## src/rtl/sram_writer.sv

```systemverilog
// sram_writer: page writer for the external serial SRAM.
// Takes a page number and byte count, then streams an SPI WRITE frame
// (command, 24-bit address, data) through the shared byte-level SPI master.
// The first transaction after reset is preceded by a WRMR frame that puts the
// SRAM into sequential mode. Data bytes come from a valid/ack source.
module sram_writer #(
    parameter int unsigned PAGE_BITS = 5
) (
    input  logic        clk,
    input  logic        reset_n,
    input  logic [15:0] page_no,
    input  logic [7:0]  nbytes,
    input  logic        start,
    input  logic [7:0]  i_byte,
    input  logic        i_valid,
    output logic        i_ack,
    output logic        busy,
    output logic        done,
    input  logic        spi_tx_ready,
    output logic        spi_tx_valid,
    output logic [7:0]  spi_tx_byte,
    output logic [6:0]  spi_tx_count
);

    localparam int unsigned PageBytes = 1 << PAGE_BITS;
    localparam logic [7:0]  PageBytes8 = 8'(PageBytes);

    localparam logic [7:0] CmdWrmr    = 8'h01;
    localparam logic [7:0] ModeSeq    = 8'h40;
    localparam logic [7:0] CmdWrite   = 8'h02;
    localparam logic [6:0] WrmrCount  = 7'd2;
    localparam logic [6:0] HeaderLen  = 7'd4;

    typedef enum logic [3:0] {
        StIdle,
        StStart,
        StMode,
        StCmd,
        StAddrH,
        StAddrM,
        StAddrL,
        StData,
        StDrain
    } state_e;

    state_e      state_q, state_d;
    logic [23:0] addr_q, addr_d;
    logic [6:0]  len_q, len_d;
    logic [6:0]  rem_q, rem_d;
    logic        mode_set_q, mode_set_d;
    logic        valid_q, valid_d;
    logic [7:0]  byte_q, byte_d;
    logic [6:0]  count_q, count_d;
    logic        ack_q, ack_d;
    logic        busy_q, busy_d;
    logic        done_q, done_d;

    logic [7:0]  n_eff;
    logic [23:0] start_addr;
    logic        tx_go;

    // Clamp the request to one page and form the page base address.
    always_comb begin
        n_eff      = (nbytes > PageBytes8) ? PageBytes8 : nbytes;
        start_addr = {8'h00, 16'(page_no << PAGE_BITS)};
    end

    // The master drops ready only the cycle after it accepts, so a byte still
    // being offered must not count as a fresh ready; this keeps valid a pulse.
    assign tx_go = spi_tx_ready && !valid_q;

    // Next-state and registered-output decode.
    always_comb begin
        state_d    = state_q;
        addr_d     = addr_q;
        len_d      = len_q;
        rem_d      = rem_q;
        mode_set_d = mode_set_q;
        valid_d    = 1'b0;
        byte_d     = byte_q;
        count_d    = count_q;
        ack_d      = 1'b0;
        busy_d     = busy_q;
        done_d     = 1'b0;

        case (state_q)
            StIdle: begin
                if (start) begin
                    if (n_eff == 8'd0) begin
                        // Empty request: complete without touching the bus.
                        done_d = 1'b1;
                    end else begin
                        addr_d  = start_addr;
                        len_d   = n_eff[6:0];
                        rem_d   = n_eff[6:0];
                        busy_d  = 1'b1;
                        state_d = StStart;
                    end
                end
            end

            StStart: begin
                if (tx_go) begin
                    valid_d = 1'b1;
                    if (!mode_set_q) begin
                        byte_d  = CmdWrmr;
                        count_d = WrmrCount;
                        state_d = StMode;
                    end else begin
                        byte_d  = CmdWrite;
                        count_d = len_q + HeaderLen;
                        state_d = StAddrH;
                    end
                end
            end

            StMode: begin
                if (tx_go) begin
                    valid_d    = 1'b1;
                    byte_d     = ModeSeq;
                    mode_set_d = 1'b1;
                    state_d    = StCmd;
                end
            end

            StCmd: begin
                if (tx_go) begin
                    valid_d = 1'b1;
                    byte_d  = CmdWrite;
                    count_d = len_q + HeaderLen;
                    state_d = StAddrH;
                end
            end

            StAddrH: begin
                if (tx_go) begin
                    valid_d = 1'b1;
                    byte_d  = addr_q[23:16];
                    state_d = StAddrM;
                end
            end

            StAddrM: begin
                if (tx_go) begin
                    valid_d = 1'b1;
                    byte_d  = addr_q[15:8];
                    state_d = StAddrL;
                end
            end

            StAddrL: begin
                if (tx_go) begin
                    valid_d = 1'b1;
                    byte_d  = addr_q[7:0];
                    state_d = StData;
                end
            end

            StData: begin
                // Stalls with chip select held while the source has no data.
                if (tx_go && i_valid) begin
                    valid_d = 1'b1;
                    byte_d  = i_byte;
                    ack_d   = 1'b1;
                    rem_d   = rem_q - 7'd1;
                    if (rem_q == 7'd1) begin
                        state_d = StDrain;
                    end
                end
            end

            StDrain: begin
                // Ready returning after the last byte means it has shifted out.
                if (tx_go) begin
                    done_d  = 1'b1;
                    busy_d  = 1'b0;
                    state_d = StIdle;
                end
            end

            default: begin
                state_d = StIdle;
                busy_d  = 1'b0;
            end
        endcase
    end

    // State and output registers; reset aborts any transaction in flight.
    always_ff @(posedge clk or negedge reset_n) begin
        if (!reset_n) begin
            state_q    <= StIdle;
            addr_q     <= 24'h0;
            len_q      <= 7'd0;
            rem_q      <= 7'd0;
            mode_set_q <= 1'b0;
            valid_q    <= 1'b0;
            byte_q     <= 8'h00;
            count_q    <= 7'd0;
            ack_q      <= 1'b0;
            busy_q     <= 1'b0;
            done_q     <= 1'b0;
        end else begin
            state_q    <= state_d;
            addr_q     <= addr_d;
            len_q      <= len_d;
            rem_q      <= rem_d;
            mode_set_q <= mode_set_d;
            valid_q    <= valid_d;
            byte_q     <= byte_d;
            count_q    <= count_d;
            ack_q      <= ack_d;
            busy_q     <= busy_d;
            done_q     <= done_d;
        end
    end

    assign spi_tx_valid = valid_q;
    assign spi_tx_byte  = byte_q;
    assign spi_tx_count = count_q;
    assign i_ack        = ack_q;
    assign busy         = busy_q;
    assign done         = done_q;

endmodule

```

## config.mk

```make
export PLATFORM = sky130hd
export DESIGN_NAME = sram_writer
export DESIGN_NICKNAME = d
export VERILOG_FILES = /design/src/rtl/sram_writer.sv
export SDC_FILE = /design/constraint.sdc
export NUM_CORES = 1
export LEC_CHECK = 0
export ABC_CLOCK_PERIOD_IN_PS = 3400
export CAP_MARGIN = 0
export CORE_MARGIN = 3
export CORE_UTILIZATION = 51
export CTS_CLUSTER_SIZE = 14
export DETAILED_ROUTE_END_ITERATION = 6
export PLACE_DENSITY = 0.81
export SYNTH_ARGS = -nofsm -noshare
export SYNTH_HDL_FRONTEND = slang
export SYNTH_SLANG_ARGS = --single-unit
export TNS_END_PERCENT = 100
```

## constraint.sdc

```tcl
create_clock -name clk -period 3.4 [get_ports clk]
set_input_delay 0.51 -clock clk [delete_from_list [all_inputs] [get_ports clk]]
set_output_delay 0.51 -clock clk [all_outputs]
set_load 0.01 [all_outputs]
```

==> results.txt <==
- Part of the total power dissipated in sequential elements: about two fifths
* Starting density of the core: a little under three fifths
- In the final routed layout, each cell accounts on average for 14.7 um.
- Internal power comes to around 1.5 mW.
* Number of gates resized after cts: 0
- Routability-driven placement finished with a final weighted congestion of 0.912.
- Power spread over the standard cell area amounts to 790 mW/mm^2.
- Synthesis handed over a netlist of 268 instances.
- Most used flip-flop cell after synthesis: sky130_fd_sc_hd__dfrtp_1
* Share of the cycle needed by the critical path after routing: 66.3%
* Initial detailed-routing violation count: ~200
* CP delay by family, top: flip-flops
* I/O Buffers: 50
* Clk network pwr share: 17.1%
- The number of setup buffers added after CTS is 0.
- In this run the vertical extent of the chip is 76.0 um.
* Post-synth design cell area: 0.00250 mm^2
- After filler insertion, the fill cell instance count of the layout stands at 375.
- First-pass DRT Iterations: 5
- The worst pin sits at a relative slew slack of 28.2%.
- The repair_antennas step left the layout with diodes totalling 0.
- Once detail routing completed, the nets flagged for antenna violations numbered 0.
- The tree is rooted in a sky130_fd_sc_hd__clkbuf_8.
- Number of antenna violations at the first check in global routing: 0
* Number of sinks driven by the clock tree: approximately 50
* Clock tree from TritonCTS: done
* Num CTS Buffers: 5
- Timing would allow up to roughly 440 MHz.
- Setup violations remaining at the end of the flow were counted as 0.
- Max clock buf depth: 2
- Clock insertion delay at the later pin of the skew report: around 300 ps
- After detailed routing, the number of remaining DRC violations is 0.
- Max Fanout on Critical Path: 22
- Overall die area: between 0.005 and 0.006 mm^2
- In this run the horizontal extent of the chip is roughly 76 um.
- Power comes to approximately 2.5 mW.
- At the pin with the least slew margin, the transition time is approximately 1100 ps.
- Of the cells placed in the final design, the portion with a size suffix greater than 1 is 7.99%.
- Core Region: 0.00453 mm^2
- The placed instances occupy a cell area of 0.00302 mm^2.
* Design Area, Final: 0.00313 mm^2
- The share of total power dissipated in combinational logic is about two fifths.
- Cells fill 69.1% of the core in the end.
- Cell row count: 24
- The share of the Yosys chip area taken by registers is 49.0%.
- Post-Synthesis Net Count: ~310
- Number of hold-repair buffers added at the cts stage: 0
- The worst-case IR drop observed on VDD is 420 uV.
- Crit path buffers/inverters: 1
* Number of distinct standard cells referenced by the synthesized netlist: 52
* Vias per cell: 5.65
- Count of flip-flops with a built-in enable after synthesis: 0
- Summing over every cut layer, the via total after detailed routing is roughly 2.1k.
* Share of flip-flops with an asynchronous set or reset: 100%
- Total of flip-flops plus latches after synthesis: just under 50
- The number of hold violations in the final report is 0.
- Series of cell instances along the critical path: and4b_1, nand3_1, inv_2, o22ai_1, a22o_1
- The net count of the finished layout is 352.
* Post-Synthesis Mean Instance Area: 9.33 um^2
* Switching part of the total power: 37.8%
* Count of warnings emitted by yosys: 0
- Across the run, the number of max-cap violations was 0.
- Min cycle time layout: around 2300 ps
- At the worst endpoint, the arrival time is 2440 ps.
- The count of pins over their slew limit came to 0.
- Depth of the CTS H-tree: 2
* Synth-to-layout area growth: 25.3%
* Slowest cell on crit path: sky130_fd_sc_hd__dfrtp_1
- The analysis attributes to cell leakage a power of 1.36 nW.
- Largest stage delay on the critical path: 880 ps
- STA classifies the critical path endpoint as a flip-flop.
* Wire length of the first global-routing pass: 9.67 mm
- Setup repair after global routing missed its margin: no
- After global routing the overflow that remains totals 0.
- Detailed placer's ending HPWL: 4.02 mm
- Data on the critical path is required at its endpoint by 3580 ps.
- The path class of the tightest hold or removal check is primary input to async pin.
- The via count of the first global-routing pass came to 2,051.
* Pin count of the biggest net entering global routing: 50
- The final layout contains routed wiring with a total length of about 5.6 mm.
- Ports: 56
- Startpoint type of the worst setup path: flip-flop
* CTS clk-pin slew, worst paths: 90 ps
- Global routing consumed, over all layers together, between 20% and 30% of the routing resources.
- The critical path in this run is classified as flip-flop to flip-flop.
- After routing, the total negative slack on setup checks comes to 0 ps.
* Worst clock skew on the final layout: between 8 and 9 ps
* Result of the run: completed
* Switching component of the power: 935 uW
## area by class of cell
class | instances | area [um^2] | share of cell area [%]
flip-flops and latches | 49 | 1230 | 39.1
well taps | 65 | 81.3 | 2.60
inverters | 8 | 30.0 | 0.958
clock inverters | 1 | 30.0 | 0.958
clock buffers | 7 | 86.3 | 2.76
repair buffers | 52 | 510 | 16.3
multi-input cells | 196 | 1170 | 37.3
## cells by family (layout without fill, tap and decap cells)
logic type | count (synthesis) | count (layout) | synth area share (%)
mux | 10 | 10 | 4.20
buf+inv | 23 | 68 | 4.20
flops | 49 | 49 | 49.0
xor+xnor | 3 | 3 | 1.05
simple gates | 116 | 116 | 21.9
compound gates | 64 | 64 | 18.1
fa+ha+maj | 3 | 3 | 1.50
## worst reg2reg max path, cell delays in order, from the launching register on
cell and delay, ps:
sky130_fd_sc_hd__dfrtp_1 880, sky130_fd_sc_hd__and4b_1 470, sky130_fd_sc_hd__nand3_1 220, sky130_fd_sc_hd__inv_2 200, sky130_fd_sc_hd__o22ai_1 120, sky130_fd_sc_hd__a22o_1 260
## stage by stage
step | setup slack (ps) | instances | hold WS (ps)
2_1_floorplan | 1610 | 268 | 214
3_3_place_gp | 988 | 370 | 456
3_5_place_dp | 981 | 370 | 460
4_1_cts | 1160 | 378 | 433
5_1_grt | 942 | 378 | 485
6_report | 1150 | 378 | 404
## final timing paths
kind	startpoint	end	slack, ps	cells after the start
worst min register to register	addr_q[14]	addr_q[14]	480	2
min in group clk	addr_q[14]	addr_q[14]	480	2
worst min-delay path	reset_n	spi_tx_count[1]	400	1
max in group asynchronous	reset_n	rem_q[2]	2340	1
worst max-delay path	state_q[1]	rem_q[3]	1150	5
worst max register to register	state_q[1]	rem_q[3]	1150	5
## registers in the layout, indices dropped and copies added, names as in the netlist
register / cells
rem_q: 7
spi_tx_valid: 1
i_ack: 1
len_q: 7
busy: 1
done: 1
spi_tx_byte: 8
spi_tx_count: 7
addr_q: 11
mode_set_q: 1
state_q: 4
## cells in the mapped netlist (2+ instances only)
cell | count | area, um^2
sky130_fd_sc_hd__nand2_1 | 63 | 236
sky130_fd_sc_hd__dfrtp_1 | 49 | 1230
sky130_fd_sc_hd__o21ai_0 | 25 | 125
sky130_fd_sc_hd__nand3_1 | 16 | 80.1
sky130_fd_sc_hd__nor2_1 | 11 | 41.3
sky130_fd_sc_hd__buf_2 | 9 | 45.0
sky130_fd_sc_hd__inv_1 | 7 | 26.3
sky130_fd_sc_hd__mux2i_1 | 6 | 60.1
sky130_fd_sc_hd__nor3_1 | 5 | 25.0
sky130_fd_sc_hd__o22ai_1 | 5 | 31.3
sky130_fd_sc_hd__a21oi_1 | 4 | 20.0
sky130_fd_sc_hd__a22oi_1 | 4 | 30.0
sky130_fd_sc_hd__a32o_1 | 4 | 40.0
sky130_fd_sc_hd__clkbuf_1 | 4 | 15.0
sky130_fd_sc_hd__a22o_1 | 3 | 26.3
sky130_fd_sc_hd__a31oi_1 | 3 | 18.8
sky130_fd_sc_hd__ha_1 | 3 | 37.5
sky130_fd_sc_hd__mux2_2 | 3 | 33.8
sky130_fd_sc_hd__nor2b_1 | 3 | 18.8
sky130_fd_sc_hd__o31ai_1 | 3 | 22.5
sky130_fd_sc_hd__or2_2 | 3 | 18.8
sky130_fd_sc_hd__nand2b_1 | 2 | 12.5
sky130_fd_sc_hd__nand4b_1 | 2 | 17.5
sky130_fd_sc_hd__or3_4 | 2 | 22.5
sky130_fd_sc_hd__xor2_1 | 2 | 17.5
## layer usage
| metal | routed length, um | vias up | track usage, % |
|---|---|---|---|
| met5 | 0 | - | 0 |
| met4 | 82 | 0 | 6.34 |
| met3 | 388 | 12 | 5.20 |
| met2 | 2630 | 74 | 31.7 |
| met1 | 2440 | 1011 | 28.0 |
| li1 | - | 1039 | - |
## power groups by stage
| stage | Clock, mW | Combinational [mW] | Sequential [mW] |
|---|---|---|---|
| after global placement | 0 | 0.990 | 1.03 |
| final | 0.423 | 1.02 | 1.03 |
| after floorplan | 0 | 0.730 | 0.969 |
| after CTS | 0.432 | 1.03 | 1.03 |
| after detailed placement | 0 | 1.02 | 1.04 |
| after global routing | 0.458 | 1.15 | 1.07 |
## cell usage in the layout, fill, tap and decap left out, types with 4 or more instances in the layout
master / instances
sky130_fd_sc_hd__o21ai_0: 25
sky130_fd_sc_hd__a32o_1: 4
sky130_fd_sc_hd__mux2i_1: 6
sky130_fd_sc_hd__inv_1: 7
sky130_fd_sc_hd__nand2_1: 63
sky130_fd_sc_hd__dfrtp_1: 49
sky130_fd_sc_hd__nor2_1: 11
sky130_fd_sc_hd__nor3_1: 5
sky130_fd_sc_hd__a22oi_1: 4
sky130_fd_sc_hd__nand3_1: 16
sky130_fd_sc_hd__clkdlybuf4s50_1: 49
sky130_fd_sc_hd__o22ai_1: 5
sky130_fd_sc_hd__clkbuf_8: 6
sky130_fd_sc_hd__a21oi_1: 4
Note: power is estimated with default switching activity, not from simulation.
